[config.mk]
export PLATFORM = sky130hd
export DESIGN_NAME = uart_fifo_v2
export DESIGN_NICKNAME = d
export VERILOG_FILES = /design/src/rtl/uart_v2_pkg.sv /design/src/rtl/uart_v2_sync_fifo.sv /design/src/rtl/uart_fifo_v2.sv
export SDC_FILE = /design/constraint.sdc
export NUM_CORES = 1
export LEC_CHECK = 0
export ABC_AREA = 1
export BUFFER_PORTS_ARGS = -buffer_cell sky130_fd_sc_hd__buf_2
export CORE_MARGIN = 8
export CORE_UTILIZATION = 45
export DETAILED_ROUTE_END_ITERATION = 12
export SLEW_MARGIN = 20
export SYNTH_ARGS = -nofsm -noshare
export SYNTH_HDL_FRONTEND = slang
export SYNTH_SLANG_ARGS = --single-unit
export TNS_END_PERCENT = 30
[constraint.sdc]
create_clock -name wb_clk_i -period 7.2 [get_ports wb_clk_i]
set_clock_uncertainty 0.1 [all_clocks]
set_input_delay 1.44 -clock wb_clk_i [delete_from_list [all_inputs] [get_ports wb_clk_i]]
set_output_delay 1.44 -clock wb_clk_i [all_outputs]
set_load 0.01 [all_outputs]
[src/rtl/uart_v2_pkg.sv]
// uart_v2_pkg: register map, bit indices, engine state encodings and divisor clamp for uart_fifo_v2.
package uart_v2_pkg;
   localparam logic [1:0] OFF_DATA   = 2'd0;
   localparam logic [1:0] OFF_STATUS = 2'd1;
   localparam logic [1:0] OFF_CTRL   = 2'd2;
   localparam logic [1:0] OFF_DIV    = 2'd3;
   localparam int ST_RXNE    = 0;
   localparam int ST_RXFULL  = 1;
   localparam int ST_TXEMPTY = 2;
   localparam int ST_TXFULL  = 3;
   localparam int ST_TXBUSY  = 4;
   localparam int ST_FERR    = 8;
   localparam int ST_RXCNT   = 16;
   localparam int CT_PAR_EN  = 0;
   localparam int CT_PAR_ODD = 1;
   localparam int CT_STOP2   = 2;
   localparam int CT_IE_RX   = 4;
   localparam int CT_IE_TXE  = 5;
   localparam int CT_IE_ERR  = 6;
   localparam int CT_LOOP    = 7;
   localparam logic [7:0] CTRL_MASK_BASE = 8'h77;
   localparam logic [15:0] DIV_MIN = 16'd4;
   typedef enum logic [2:0] {TX_IDLE, TX_START, TX_DATA, TX_PARITY, TX_STOP} tx_state_e;
   typedef enum logic [2:0] {RX_IDLE, RX_START, RX_DATA, RX_PARITY, RX_STOP} rx_state_e;
   function automatic logic [15:0] clamp_div(input logic [15:0] d);
      return (d < DIV_MIN) ? DIV_MIN : d;
   endfunction
endpackage

[src/rtl/uart_v2_sync_fifo.sv]
// uart_v2_sync_fifo: synchronous show-ahead FIFO, power-of-two depth, push+pop always honoured together.
module uart_v2_sync_fifo #(
   parameter int WIDTH = 8,
   parameter int DEPTH = 8
) (
   input  logic                   clk,
   input  logic                   rst,
   input  logic                   push,
   input  logic                   pop,
   input  logic [WIDTH-1:0]       din,
   output logic [WIDTH-1:0]       dout,
   output logic [$clog2(DEPTH):0] count,
   output logic                   full,
   output logic                   empty
);
   localparam int AW = $clog2(DEPTH);
   logic [WIDTH-1:0] mem_q [DEPTH];
   logic [AW-1:0] wp_q, rp_q;
   logic [AW:0] cnt_q;
   logic do_push, do_pop;
   assign full = cnt_q == (AW+1)'(DEPTH);
   assign empty = cnt_q == '0;
   assign count = cnt_q;
   assign do_push = push & (~full | pop);
   assign do_pop = pop & (~empty | push);
   // An empty FIFO shows the incoming word so a simultaneous push/pop passes it through
   assign dout = empty ? din : mem_q[rp_q];
   always_ff @(posedge clk) begin
      if (rst) begin
         wp_q <= '0;
         rp_q <= '0;
         cnt_q <= '0;
      end else begin
         if (do_push) wp_q <= wp_q + 1'b1;
         if (do_pop) rp_q <= rp_q + 1'b1;
         cnt_q <= cnt_q + (AW+1)'(do_push) - (AW+1)'(do_pop);
      end
   end
   always_ff @(posedge clk) if (do_push) mem_q[wp_q] <= din;
endmodule

[src/rtl/uart_fifo_v2.sv]
// uart_fifo_v2: Wishbone UART with RX/TX FIFOs, parity, 1/2 stop bits, sticky errors and a maskable IRQ.
// Define UART_LOOPBACK_EN to add CTRL[7] LOOP (TX serialiser -> RX synchroniser, pad held high).
module uart_fifo_v2
   import uart_v2_pkg::*;
#(
   parameter logic [31:0] BASE_ADDR  = 32'h3000_0000,
   parameter int          FIFO_DEPTH = 8,
   parameter logic [15:0] DIV_RESET  = 16'd4167
) (
   input  logic        wb_clk_i,
   input  logic        wb_rst_i,
   input  logic        wbs_stb_i,
   input  logic        wbs_cyc_i,
   input  logic        wbs_we_i,
   input  logic [3:0]  wbs_sel_i,
   input  logic [31:0] wbs_dat_i,
   input  logic [31:0] wbs_adr_i,
   output logic        wbs_ack_o,
   output logic [31:0] wbs_dat_o,
   input  logic        uart_rx_i,
   output logic        uart_tx_o,
   output logic        irq_o
);
   localparam int CW = $clog2(FIFO_DEPTH) + 1;
   logic valid, mapped, took, wr, rd;
   logic [1:0] off;
   logic ack_q, done_q, irq_q;
   logic [31:0] dat_q, rdata, status;
   logic [7:0] ctrl_q;
   logic [15:0] div_q;
   logic [3:0] err_q, err_set, err_clr;
   logic tx_push, tx_pop, tx_full, tx_empty, tx_busy;
   logic rx_push, rx_pop, rx_full, rx_empty;
   logic [7:0] tx_dout, rx_dout;
   logic [CW-1:0] tx_count, rx_count;
   logic rx_in;
   logic unused;
   tx_state_e tx_state_q;
   logic [15:0] tx_div_q, tx_cnt_q;
   logic [2:0] tx_bit_q;
   logic [7:0] tx_sh_q;
   logic tx_pen_q, tx_par_q, tx_stop2_q, tx_line_q, tx_tick, tx_done;
   rx_state_e rx_state_q;
   logic rx_s1_q, rx_s2_q, rx_prev_q, rx_pbit_q;
   logic [15:0] rx_div_q, rx_cnt_q;
   logic [2:0] rx_bit_q;
   logic [7:0] rx_sh_q;
   logic rx_tick, rx_end, par_bad, rx_good;
`ifdef UART_LOOPBACK_EN
   localparam logic [7:0] CTRL_MASK = CTRL_MASK_BASE | 8'h80;
   assign rx_in = ctrl_q[CT_LOOP] ? tx_line_q : uart_rx_i;
   assign uart_tx_o = tx_line_q | ctrl_q[CT_LOOP];
`else
   localparam logic [7:0] CTRL_MASK = CTRL_MASK_BASE;
   assign rx_in = uart_rx_i;
   assign uart_tx_o = tx_line_q;
`endif
   assign unused = ^{wbs_adr_i[1:0], wbs_sel_i[3:2], wbs_dat_i[31:16], tx_count};
   assign valid = wbs_cyc_i & wbs_stb_i & (wbs_adr_i[31:8] == BASE_ADDR[31:8]);
   assign mapped = wbs_adr_i[7:4] == 4'd0;
   assign off = wbs_adr_i[3:2];
   // done_q blocks a second ack until the master drops the request
   assign took = valid & ~done_q;
   assign wr = took & wbs_we_i & mapped;
   assign rd = took & ~wbs_we_i & mapped;
   always_comb begin
      status = '0;
      status[ST_RXNE] = ~rx_empty;
      status[ST_RXFULL] = rx_full;
      status[ST_TXEMPTY] = tx_empty;
      status[ST_TXFULL] = tx_full;
      status[ST_TXBUSY] = tx_busy;
      status[ST_FERR +: 4] = err_q;
      status[ST_RXCNT +: 8] = 8'(rx_count);
   end
   assign rdata = ~mapped ? '0 :
                  off == OFF_DATA   ? (rx_empty ? '0 : {24'd0, rx_dout}) :
                  off == OFF_STATUS ? status :
                  off == OFF_CTRL   ? {24'd0, ctrl_q} : {16'd0, div_q};
   assign tx_push = wr & (off == OFF_DATA) & wbs_sel_i[0];
   assign rx_pop = rd & (off == OFF_DATA) & ~rx_empty;
   assign err_clr = (wr & (off == OFF_STATUS) & wbs_sel_i[1]) ? wbs_dat_i[11:8] : 4'd0;
   assign err_set = {tx_push & tx_full & ~tx_pop, rx_good & rx_full, rx_end & rx_s2_q & par_bad, rx_end & ~rx_s2_q};
   assign wbs_ack_o = ack_q;
   assign wbs_dat_o = dat_q;
   assign irq_o = irq_q;
   always_ff @(posedge wb_clk_i) begin
      if (wb_rst_i) begin
         ack_q <= 1'b0;
         done_q <= 1'b0;
         dat_q <= '0;
         ctrl_q <= '0;
         div_q <= DIV_RESET;
         err_q <= '0;
         irq_q <= 1'b0;
      end else begin
         ack_q <= took;
         done_q <= valid;
         dat_q <= rd ? rdata : '0;
         if (wr && off == OFF_CTRL && wbs_sel_i[0]) ctrl_q <= wbs_dat_i[7:0] & CTRL_MASK;
         if (wr && off == OFF_DIV && |wbs_sel_i[1:0])
            div_q <= clamp_div({wbs_sel_i[1] ? wbs_dat_i[15:8] : div_q[15:8], wbs_sel_i[0] ? wbs_dat_i[7:0] : div_q[7:0]});
         err_q <= (err_q & ~err_clr) | err_set;
         irq_q <= (ctrl_q[CT_IE_RX] & ~rx_empty) | (ctrl_q[CT_IE_TXE] & tx_empty & ~tx_busy) | (ctrl_q[CT_IE_ERR] & |err_q);
      end
   end
   uart_v2_sync_fifo #(.WIDTH(8), .DEPTH(FIFO_DEPTH)) u_tx_fifo (
      .clk(wb_clk_i), .rst(wb_rst_i), .push(tx_push), .pop(tx_pop), .din(wbs_dat_i[7:0]),
      .dout(tx_dout), .count(tx_count), .full(tx_full), .empty(tx_empty)
   );
   uart_v2_sync_fifo #(.WIDTH(8), .DEPTH(FIFO_DEPTH)) u_rx_fifo (
      .clk(wb_clk_i), .rst(wb_rst_i), .push(rx_push), .pop(rx_pop), .din(rx_sh_q),
      .dout(rx_dout), .count(rx_count), .full(rx_full), .empty(rx_empty)
   );
   assign tx_tick = tx_cnt_q == 16'd0;
   assign tx_done = (tx_state_q == TX_STOP) & tx_tick & ~(tx_stop2_q & (tx_bit_q == 3'd0));
   // Popping at the end of STOP chains frames with no idle gap
   assign tx_pop = ~tx_empty & ((tx_state_q == TX_IDLE) | tx_done);
   assign tx_busy = tx_state_q != TX_IDLE;
   always_ff @(posedge wb_clk_i) begin
      if (wb_rst_i) begin
         tx_state_q <= TX_IDLE;
         tx_div_q <= DIV_MIN;
         tx_cnt_q <= '0;
         tx_bit_q <= '0;
         tx_sh_q <= '0;
         tx_pen_q <= 1'b0;
         tx_par_q <= 1'b0;
         tx_stop2_q <= 1'b0;
         tx_line_q <= 1'b1;
      end else if (tx_pop) begin
         tx_state_q <= TX_START;
         tx_div_q <= div_q;
         tx_cnt_q <= div_q - 16'd1;
         tx_sh_q <= tx_dout;
         tx_pen_q <= ctrl_q[CT_PAR_EN];
         tx_par_q <= (^tx_dout) ^ ctrl_q[CT_PAR_ODD];
         tx_stop2_q <= ctrl_q[CT_STOP2];
         tx_line_q <= 1'b0;
      end else if (tx_done) begin
         tx_state_q <= TX_IDLE;
         tx_line_q <= 1'b1;
      end else if (tx_busy && !tx_tick) begin
         tx_cnt_q <= tx_cnt_q - 16'd1;
      end else if (tx_busy) begin
         tx_cnt_q <= tx_div_q - 16'd1;
         case (tx_state_q)
            TX_START: begin
               tx_state_q <= TX_DATA;
               tx_bit_q <= 3'd0;
               tx_line_q <= tx_sh_q[0];
            end
            TX_DATA: begin
               tx_bit_q <= tx_bit_q + 3'd1;
               tx_sh_q <= tx_sh_q >> 1;
               tx_line_q <= (tx_bit_q == 3'd7) ? (tx_pen_q ? tx_par_q : 1'b1) : tx_sh_q[1];
               if (tx_bit_q == 3'd7) tx_state_q <= tx_pen_q ? TX_PARITY : TX_STOP;
            end
            TX_PARITY: begin
               tx_state_q <= TX_STOP;
               tx_bit_q <= 3'd0;
               tx_line_q <= 1'b1;
            end
            default: tx_bit_q <= tx_bit_q + 3'd1;
         endcase
      end
   end
   assign rx_tick = rx_cnt_q == 16'd0;
   assign rx_end = (rx_state_q == RX_STOP) & rx_tick;
   assign par_bad = ctrl_q[CT_PAR_EN] & (rx_pbit_q ^ (^rx_sh_q) ^ ctrl_q[CT_PAR_ODD]);
   assign rx_good = rx_end & rx_s2_q & ~par_bad;
   assign rx_push = rx_good & ~rx_full;
   always_ff @(posedge wb_clk_i) begin
      if (wb_rst_i) begin
         rx_state_q <= RX_IDLE;
         rx_s1_q <= 1'b1;
         rx_s2_q <= 1'b1;
         rx_prev_q <= 1'b1;
         rx_div_q <= DIV_MIN;
         rx_cnt_q <= '0;
         rx_bit_q <= '0;
         rx_sh_q <= '0;
         rx_pbit_q <= 1'b0;
      end else begin
         rx_s1_q <= rx_in;
         rx_s2_q <= rx_s1_q;
         rx_prev_q <= rx_s2_q;
         if (rx_state_q == RX_IDLE) begin
            if (rx_prev_q && !rx_s2_q) begin
               rx_state_q <= RX_START;
               rx_div_q <= div_q;
               rx_cnt_q <= (div_q >> 1) - 16'd1;
            end
         end else if (!rx_tick) begin
            rx_cnt_q <= rx_cnt_q - 16'd1;
         end else begin
            rx_cnt_q <= rx_div_q - 16'd1;
            case (rx_state_q)
               RX_START: begin
                  rx_state_q <= rx_s2_q ? RX_IDLE : RX_DATA;
                  rx_bit_q <= 3'd0;
               end
               RX_DATA: begin
                  rx_sh_q <= {rx_s2_q, rx_sh_q[7:1]};
                  rx_bit_q <= rx_bit_q + 3'd1;
                  if (rx_bit_q == 3'd7) rx_state_q <= ctrl_q[CT_PAR_EN] ? RX_PARITY : RX_STOP;
               end
               RX_PARITY: begin
                  rx_pbit_q <= rx_s2_q;
                  rx_state_q <= RX_STOP;
               end
               default: rx_state_q <= RX_IDLE;
            endcase
         end
      end
   end
endmodule

==> out/qor.yml, run 1 <==
status: "finished, final reports clean"
wl_mm: 36.57
h-tree-depth: 2
cts_sinks: 303
crit_type: "in2reg"
syn_area_per_cell_sq_um: 8.064
slew_headroom: 0.3634
setup_viol: 0
drv_cap: 0
holdBufCountCts: 0
endpoint: "u_tx_fifo.mem_q[5][6]"
r2r_end: "u_tx_fifo.mem_q[5][6]"
drtAntennaViolNets: 0
port_buffers: 76
viasPerCell: 5.193
grt_pass1_vias: 11150
gp_congestion: 0.8624
total_leakage_power_nw: 6.936
yosys_warnings: 0
synthCells: 1790
overflow: 0
finalPower_mw: 5.764
min_period_ns: 3.917
rsz0062_at_grt: "no"
yosys_most_used_dff: "dfxtp_1"
grt_usage: 0.1887
wl_per_cell_um: 16.17
fill_cells: 3025
hold_viol_final: 0
path_depth: 10
grt_pass1_wl_mm: 58.78
grt_start_max_net_pins: 94
drive_above_1_share: 0.09731
rows: 65
reg2reg_from: "tx_cnt_q[11]"
synth-async-reset-ratio: 0
crit_required_ns: 7.24
cts_buffers: 34
worst_slew_pin_slew_ns: 0.9549
drt_iter0_markers: 901
ir_drop_mv: 0.1912
hp-class: "reg2reg"
clock-root-buffer: "clkbuf_16"
die_h_um: 195.1
area_growth_pct: 11.35
drcViolationCount: 0
path_delay_family: "simple AND/OR/NAND/NOR gates"
cts_tree: "built"
path_max_fanout: 8
dieArea_sq_um: 38070
endpoint_kind: "flop"
fin_setup_tns_ns: 0
critical_path.startpoint: "wbs_adr_i[4]"
path_buf_inv: 3
ff2ff_setup_slack_ns: 3.51
startpoint_type: "input port"
num_io_pins: 109
ys_ff_latch: 303
whs_ns: 0.3066
min_path_cells: 1
diodes: 0
antenna_found_initial: 0
dpl.hpwl_mm: 25.03
dr_total_vias: 11750
clock_path_buffers: 3
synth_edf_count: 128
firstDrtPassIters: 5
critPathMaxStageDelay_ns: 0.66
cts_resized: 0
clk_pin_slew_worst_paths_ns: 0.06
die_width_um: 195.1
clk_latency_ns: 0.51
synth_cell_types: 49
reg2reg_depth: 13
worst_path_max_delay_cell: "nor2_1"
drv_slew: 0
fin_nets: 1942
crit_top_cell: "nand2_1"
initial_core_util: 0.4575
syn_area_sq_um: 14440
critical_path.cell_chain: "buf_2 -> inv_1 -> nand2_1 -> nor4_1 -> nand4_1 -> nor2_1 -> nand2_1 -> inv_1 -> nand2_1 -> nor2_1"
min_period_over_period: 0.5440
seq_area_frac_synth: 0.5090
fmax_ghz: 0.2553
powerDensity_nw_per_um2: 358.6
cts_setup_buffers: 0
core_sq_um: 31560
cp.arrival_ns: 3.96
synth_stat cells (all sizes together) (25+ instances only):
cell / instances / share of area
edfxtp: 128 / 0.27
ha: 27 / 0.023
o21ai: 167 / 0.058
clkbuf: 47 / 0.012
o211ai: 25 / 0.013
nand2: 352 / 0.097
nand3: 138 / 0.049
buf: 31 / 0.013
nor2: 275 / 0.077
inv: 210 / 0.055
a21oi: 94 / 0.033
dfxtp: 175 / 0.24
layout make-up:
cell class,instances,area [sq um],area share
inverters,212,795.8,0.04951
clock inverters,14,122.6,0.007629
multi-input cells,1208,5968,0.3713
clock buffers,43,925.9,0.05761
repair buffers,80,410.4,0.02553
flip-flops and latches,303,7347,0.4571
well taps,402,503.0,0.03129
metal layers:
metal | GRT usage | up-vias | wire length, um
li1 | - | 6018 | -
met1 | 0.2507 | 5450 | 17120
met2 | 0.3141 | 217 | 17150
met3 | 0.02424 | 62 | 1284
met4 | 0.06429 | 0 | 1020
met5 | 0 | - | 0
worst reg2reg max path, stage by stage, from the launching register on:
cell	delay (ns)
dfxtp_1	0.32
nor2_1	0.15
nand2_1	0.12
nor2_1	0.20
nand3_2	0.17
nand2_4	0.23
nand2_4	0.37
inv_2	0.44
nor2_1	0.11
inv_1	0.10
nand2_1	0.10
inv_1	0.13
nand2_1	0.13
nor2_1	0.66
cell usage in the layout, fill, tap and decap left out, types with 8 or more instances in the layout:
| master | count |
|---|---|
| a31oi_1 | 12 |
| a21oi_1 | 93 |
| ha_1 | 27 |
| o21ai_0 | 163 |
| nand4_1 | 14 |
| edfxtp_1 | 128 |
| nor2_1 | 260 |
| nor3_1 | 14 |
| inv_1 | 205 |
| dfxtp_1 | 175 |
| o211ai_1 | 25 |
| o221ai_1 | 11 |
| clkbuf_16 | 35 |
| buf_2 | 76 |
| nand2_2 | 13 |
| o22ai_1 | 8 |
| nand3_1 | 135 |
| conb_1 | 12 |
| xnor2_1 | 10 |
| a211oi_1 | 9 |
| nand2_1 | 333 |
state kept, by name, summed over array words and instances (netlist names), 4 cells and up, named ones only:
signal,count
tx_div_q,16
u_rx_fifo.count,4
u_tx_fifo.count,4
rx_div_q,16
rx_sh_q,8
div_q,16
wbs_dat_o,20
tx_sh_q,8
err_q,4
u_rx_fifo.mem_q,64
tx_cnt_q,16
rx_cnt_q,16
ctrl_q,6
u_tx_fifo.mem_q,64
kinds of logic (layout without fill, tap and decap cells):
family	Yosys count	count (layout)	synth area share
buffers and inverters	290	349	0.08061
xor gates and xnor gates	16	16	0.009708
adders and majority gates	29	29	0.02618
DFF	303	303	0.5090
AOI/OAI and AO/OA	338	338	0.1304
other	1	12	0.0002598
and+or+nand+nor	813	813	0.2438
where the power goes:
group / switching (mW) / leakage, nW / total, mW / internal [mW]
Combinational: 1.40 / 3.76 / 2.02 / 0.621
Sequential: 0.125 / 2.66 / 2.09 / 1.96
Clock: 0.679 / 0.518 / 1.66 / 0.979
through the flow:
step / setup slack (ns) / area, sq um / instances / utilization
after floorplan: 3.572 / 14480 / 1801 / -
after global placement: 2.755 / 15020 / 2205 / 0.4761
after detailed placement: 2.752 / 15020 / 2205 / 0.4761
after CTS: 3.286 / 16070 / 2262 / 0.5093
after global routing: 3.049 / 16070 / 2262 / 0.5094
final: 3.283 / 16070 / 2262 / 0.5094
worst min-delay path by stage:
| stage | from | endpoint | slack [ns] |
|---|---|---|---|
| final | rx_s1_q | rx_s2_q | 0.31 |
| after global routing | rx_s1_q | rx_s2_q | 0.33 |
| after CTS | rx_s1_q | rx_s2_q | 0.31 |
| after detailed placement | rx_s1_q | rx_s2_q | 0.30 |
| after global placement | rx_s1_q | rx_s2_q | 0.29 |
| after floorplan | rx_s1_q | rx_s2_q | 0.29 |
Note: power is estimated with default switching activity, not from simulation.
==> run 2, diff against run 1 <==
clock period = 3.72 ns   (was 7.2 ns; I/O delays follow)
==> out/qor.yml, run 2 (synthesized netlist as in run 1, its figures left out) <==
status: "finished, final reports clean"
pre_cts_ws_ns: 0.5385
hold_viol_final: 0
fin_ws_ns: 0.6201
total_leakage_power_nw: 7.132
gp_congestion: 0.8461
r2r_end: "u_tx_fifo.count[1]"
holdBufCountCts: 0
die_width_um: 195.1
clock-root-buffer: "clkbuf_16"
grt_pass1_vias: 11390
clock_path_buffers: 3
rsz0062_at_grt: "no"
ir_drop_mv: 0.4105
cp.arrival_ns: 3.36
drt_iter0_markers: 920
wl_mm: 36.35
fin_setup_tns_ns: 0
min_period_over_period: 0.8333
drcViolationCount: 0
endpoint: "u_tx_fifo.count[1]"
ff2ff_setup_slack_ns: 0.62
fill_cells: 3026
initial_core_util: 0.4575
slew_headroom: 0.3849
path_depth: 17
endpoint_kind: "flop"
grt_start_max_net_pins: 71
drive_above_1_share: 0.1118
grt_pass1_wl_mm: 59.35
layout_commonest_cell: "nand2_1"
grt_usage: 0.1896
min_period_ns: 3.100
path_delay_family: "simple AND/OR/NAND/NOR gates"
area_growth_pct: 13.44
wl_per_cell_um: 15.81
path_buf_inv: 6
final_cell_area_sq_um: 16370
setup_viol: 0
dieArea_sq_um: 38070
finalPower_mw: 11.28
firstDrtPassIters: 5
fmax_ghz: 0.3226
min_path_cells: 1
rows: 65
path_max_fanout: 24
core_sq_um: 31560
fin_nets: 1976
hp-class: "reg2reg"
reg2reg_depth: 17
dpl.hpwl_mm: 25.55
cts_tree: "built"
clk_latency_ns: 0.52
critical_path.startpoint: "tx_bit_q[0]"
crit_required_ns: 3.98
drv_cap: 0
viasPerCell: 5.163
startpoint_type: "flop"
drtAntennaViolNets: 0
critPathMaxStageDelay_ns: 0.42
clk_pin_slew_worst_paths_ns: 0.06
reg2reg_from: "tx_bit_q[0]"
crit_type: "reg2reg"
die_h_um: 195.1
cts_setup_buffers: 0
drv_slew: 0
h-tree-depth: 2
place_area_sq_um: 15270
worst_slew_pin_slew_ns: 0.9216
antenna_found_initial: 0
crit_top_cell: "inv_1"
cts_resized: 0
powerDensity_nw_per_um2: 688.9
final_cell_mix: "333 x nand2_1, 261 x nor2_1, 205 x inv_1"
diodes: 0
port_buffers: 76
cts_buffers: 35
critical_path.cell_chain: "inv_1 -> ha_1 -> inv_1 -> nor2_1 -> nor2_2 -> nand3_2 -> nand2_4 -> nand2_4 -> inv_2 -> nor2_1 -> inv_1 -> nand2_1 -> inv_1 -> ha_1 -> fa_1 -> inv_1 -> nor2_1"
overflow: 0
worst_path_max_delay_cell: "fa_1"
num_io_pins: 109
dr_total_vias: 11870
cts_sinks: 303
[run 2: stage by stage]
stage	util	cells	hold WS, ns
after floorplan	-	1801	0.2895
after global placement	0.4839	2238	0.2949
after detailed placement	0.4839	2238	0.3026
after CTS	0.5189	2299	0.3015
after global routing	0.5189	2299	0.3150
final	0.5189	2299	0.3137
[run 2: per-layer routing]
metal | track usage | vias to the layer above | part of all wire
met5 | 0 | - | 0
met4 | 0.06485 | 0 | 0.029
met3 | 0.02304 | 67 | 0.044
met2 | 0.3221 | 250 | 0.47
met1 | 0.2474 | 5481 | 0.46
li1 | - | 6072 | -
[run 2: how the worst min path moves through the flow]
stage                          to  startpoint  slack (ns)
final                     rx_s2_q     rx_s1_q        0.31
after global routing      rx_s1_q   uart_rx_i        0.32
after CTS                 rx_s1_q   uart_rx_i        0.30
after detailed placement  rx_s2_q     rx_s1_q        0.30
after global placement    rx_s2_q     rx_s1_q        0.29
after floorplan           rx_s2_q     rx_s1_q        0.29
[run 2: power by group]
part | switching [mW] | total (mW) | internal [mW]
Clock | 1.33 | 3.31 | 1.98
Sequential | 0.222 | 4.02 | 3.80
Combinational | 2.71 | 3.95 | 1.25
Total | 4.26 | 11.3 | 7.02
[run 2: area by class of cell]
| cell class | instances | area (sq um) | share of cell area |
|---|---|---|---|
| tap | 402 | 503.0 | 0.03072 |
| sequential | 303 | 7347 | 0.4487 |
| timing repair buffer | 113 | 658.1 | 0.04019 |
| clock inverter | 10 | 118.9 | 0.007259 |
| inverter | 212 | 795.8 | 0.04860 |
| clock buffer | 51 | 985.9 | 0.06021 |
| multi-input combinational | 1208 | 5966 | 0.3643 |
==> run 3, diff against run 2 <==
clock period = 2.55 ns   (was 3.72 ns; I/O delays follow)
==> out/qor.yml, run 3 (synthesized netlist as in run 1, its figures left out) <==
status: "finished, final reports clean"
critical_path.cell_chain: "inv_1 -> ha_1 -> inv_1 -> nor2_2 -> nor2_2 -> nand3_2 -> nand2_4 -> nand2_8 -> inv_4 -> nor2_2 -> inv_1 -> nand2_2 -> or2_1 -> nor2_2 -> buf_12"
die_width_um: 195.1
clk_pin_slew_worst_paths_ns: 0.06
antenna_found_initial: 0
fill_cells: 3015
internal-power_mw: 10.84
worst_path_max_delay_cell: "dfxtp_1"
core_sq_um: 31560
layout_commonest_cell: "nand2_1"
wl_per_cell_um: 15.92
reg2reg_from: "tx_bit_q[0]"
fin_ws_ns: 0.1414
startpoint_type: "flop"
drt_iter0_markers: 760
combPwrFrac: 0.370
cp.arrival_ns: 2.55
crit_top_cell: "nor2_2"
initial_core_util: 0.4575
critical_path.startpoint: "tx_bit_q[0]"
path_depth: 15
h-tree-depth: 2
dieArea_sq_um: 38070
cts_tree: "built"
grt_start_max_net_pins: 94
grt_usage: 0.1940
final_cell_mix: "328 x nand2_1, 245 x nor2_1, 203 x inv_1"
drive_above_1_share: 0.1624
hp-class: "in2reg"
ir_drop_mv: 0.5353
power.switching_mw: 6.515
clock-root-buffer: "clkbuf_16"
wl_mm: 37.57
finalPower_mw: 17.36
worst_slew_pin_slew_ns: 0.6404
pre_cts_ws_ns: -0.2684
path_delay_family: "simple AND/OR/NAND/NOR gates"
gp_congestion: 0.8882
switching_share: 0.3753
overflow: 0
dpl.hpwl_mm: 27.19
diodes: 0
setup_viol: 0
port_buffers: 76
endpoint_kind: "flop"
firstDrtPassIters: 6
clock_path_buffers: 3
grt_pass1_vias: 11530
num_io_pins: 109
holdBufCountCts: 0
min_path_cells: 2
sequentialPowerShare: 0.340
area_growth_pct: 18.64
min_period_over_period: 0.9446
viasPerCell: 5.117
path_buf_inv: 5
slew_headroom: 0.5726
reg2reg_depth: 15
cts_buffers: 35
crit_required_ns: 2.69
rows: 65
drcViolationCount: 0
die_h_um: 195.1
path_max_fanout: 8
total_leakage_power_nw: 7.493
critPathMaxStageDelay_ns: 0.34
powerDensity_nw_per_um2: 1014
dr_total_vias: 12080
fmax_ghz: 0.4152
crit_type: "reg2reg"
p_clk_frac: 0.291
drv_slew: 0
min_period_ns: 2.409
drv_cap: 0
hp-start: "uart_rx_i"
fin_nets: 2035
hold_viol_final: 0
fin_setup_tns_ns: 0
grt_pass1_wl_mm: 60.66
clk_latency_ns: 0.52
cts_sinks: 303
drtAntennaViolNets: 0
-- run 3: per-layer routing --
layer  global-route usage  up-vias  wire (um)
met5                    0        -          0
met2               0.3303      221      17890
met1               0.2488     5595      17190
met3              0.02631       69       1290
met4              0.07187        0       1197
li1                     -     6192          -
-- run 3: cell type report --
cell class	count	area [sq um]	area share
inverters	212	802.0	0.04683
clock inverters	14	162.7	0.009497
repair buffers	172	1146	0.06692
well taps	402	503.0	0.02937
clock buffers	49	1010	0.05896
multi-input cells	1208	6153	0.3593
flip-flops and latches	303	7350	0.4291
-- run 3: final timing paths --
| check | end | slack [ns] |
|---|---|---|
| setup / recovery | u_tx_fifo.mem_q[6][0] | 0.14 |
| hold / removal | rx_s1_q | 0.08 |
| setup reg to reg | u_tx_fifo.mem_q[6][0] | 0.14 |
| hold reg to reg | rx_s2_q | 0.31 |
-- run 3: power by group through the flow --
stage	Combinational (mW)	Clock [mW]	Sequential [mW]
after floorplan	4.62	0	5.87
after global placement	6.06	0	5.97
after detailed placement	6.16	0	5.98
after CTS	6.19	5.18	5.88
after global routing	7.37	5.36	5.96
final	6.42	5.05	5.89
-- run 3: repair_timing --
action | CTS | global route
endpoints found under the hold margin | 0 | 0
setup endpoints to repair | 0 | 85
setup buffers | 0 | 1
gates resized for setup | 0 | 47
-- run 3: through the flow --
stage | instance area [sq um] | std cells | hold slack, ns | utilization
global placement | 15760 | 2296 | 0.2987 | 0.4995
CTS | 16940 | 2359 | 0.06798 | 0.5367
finish | 17130 | 2360 | 0.08460 | 0.5427
floorplan | 14500 | 1801 | 0.2895 | -
global route | 17130 | 2360 | 0.07375 | 0.5427
detailed placement | 15760 | 2296 | 0.2988 | 0.4995
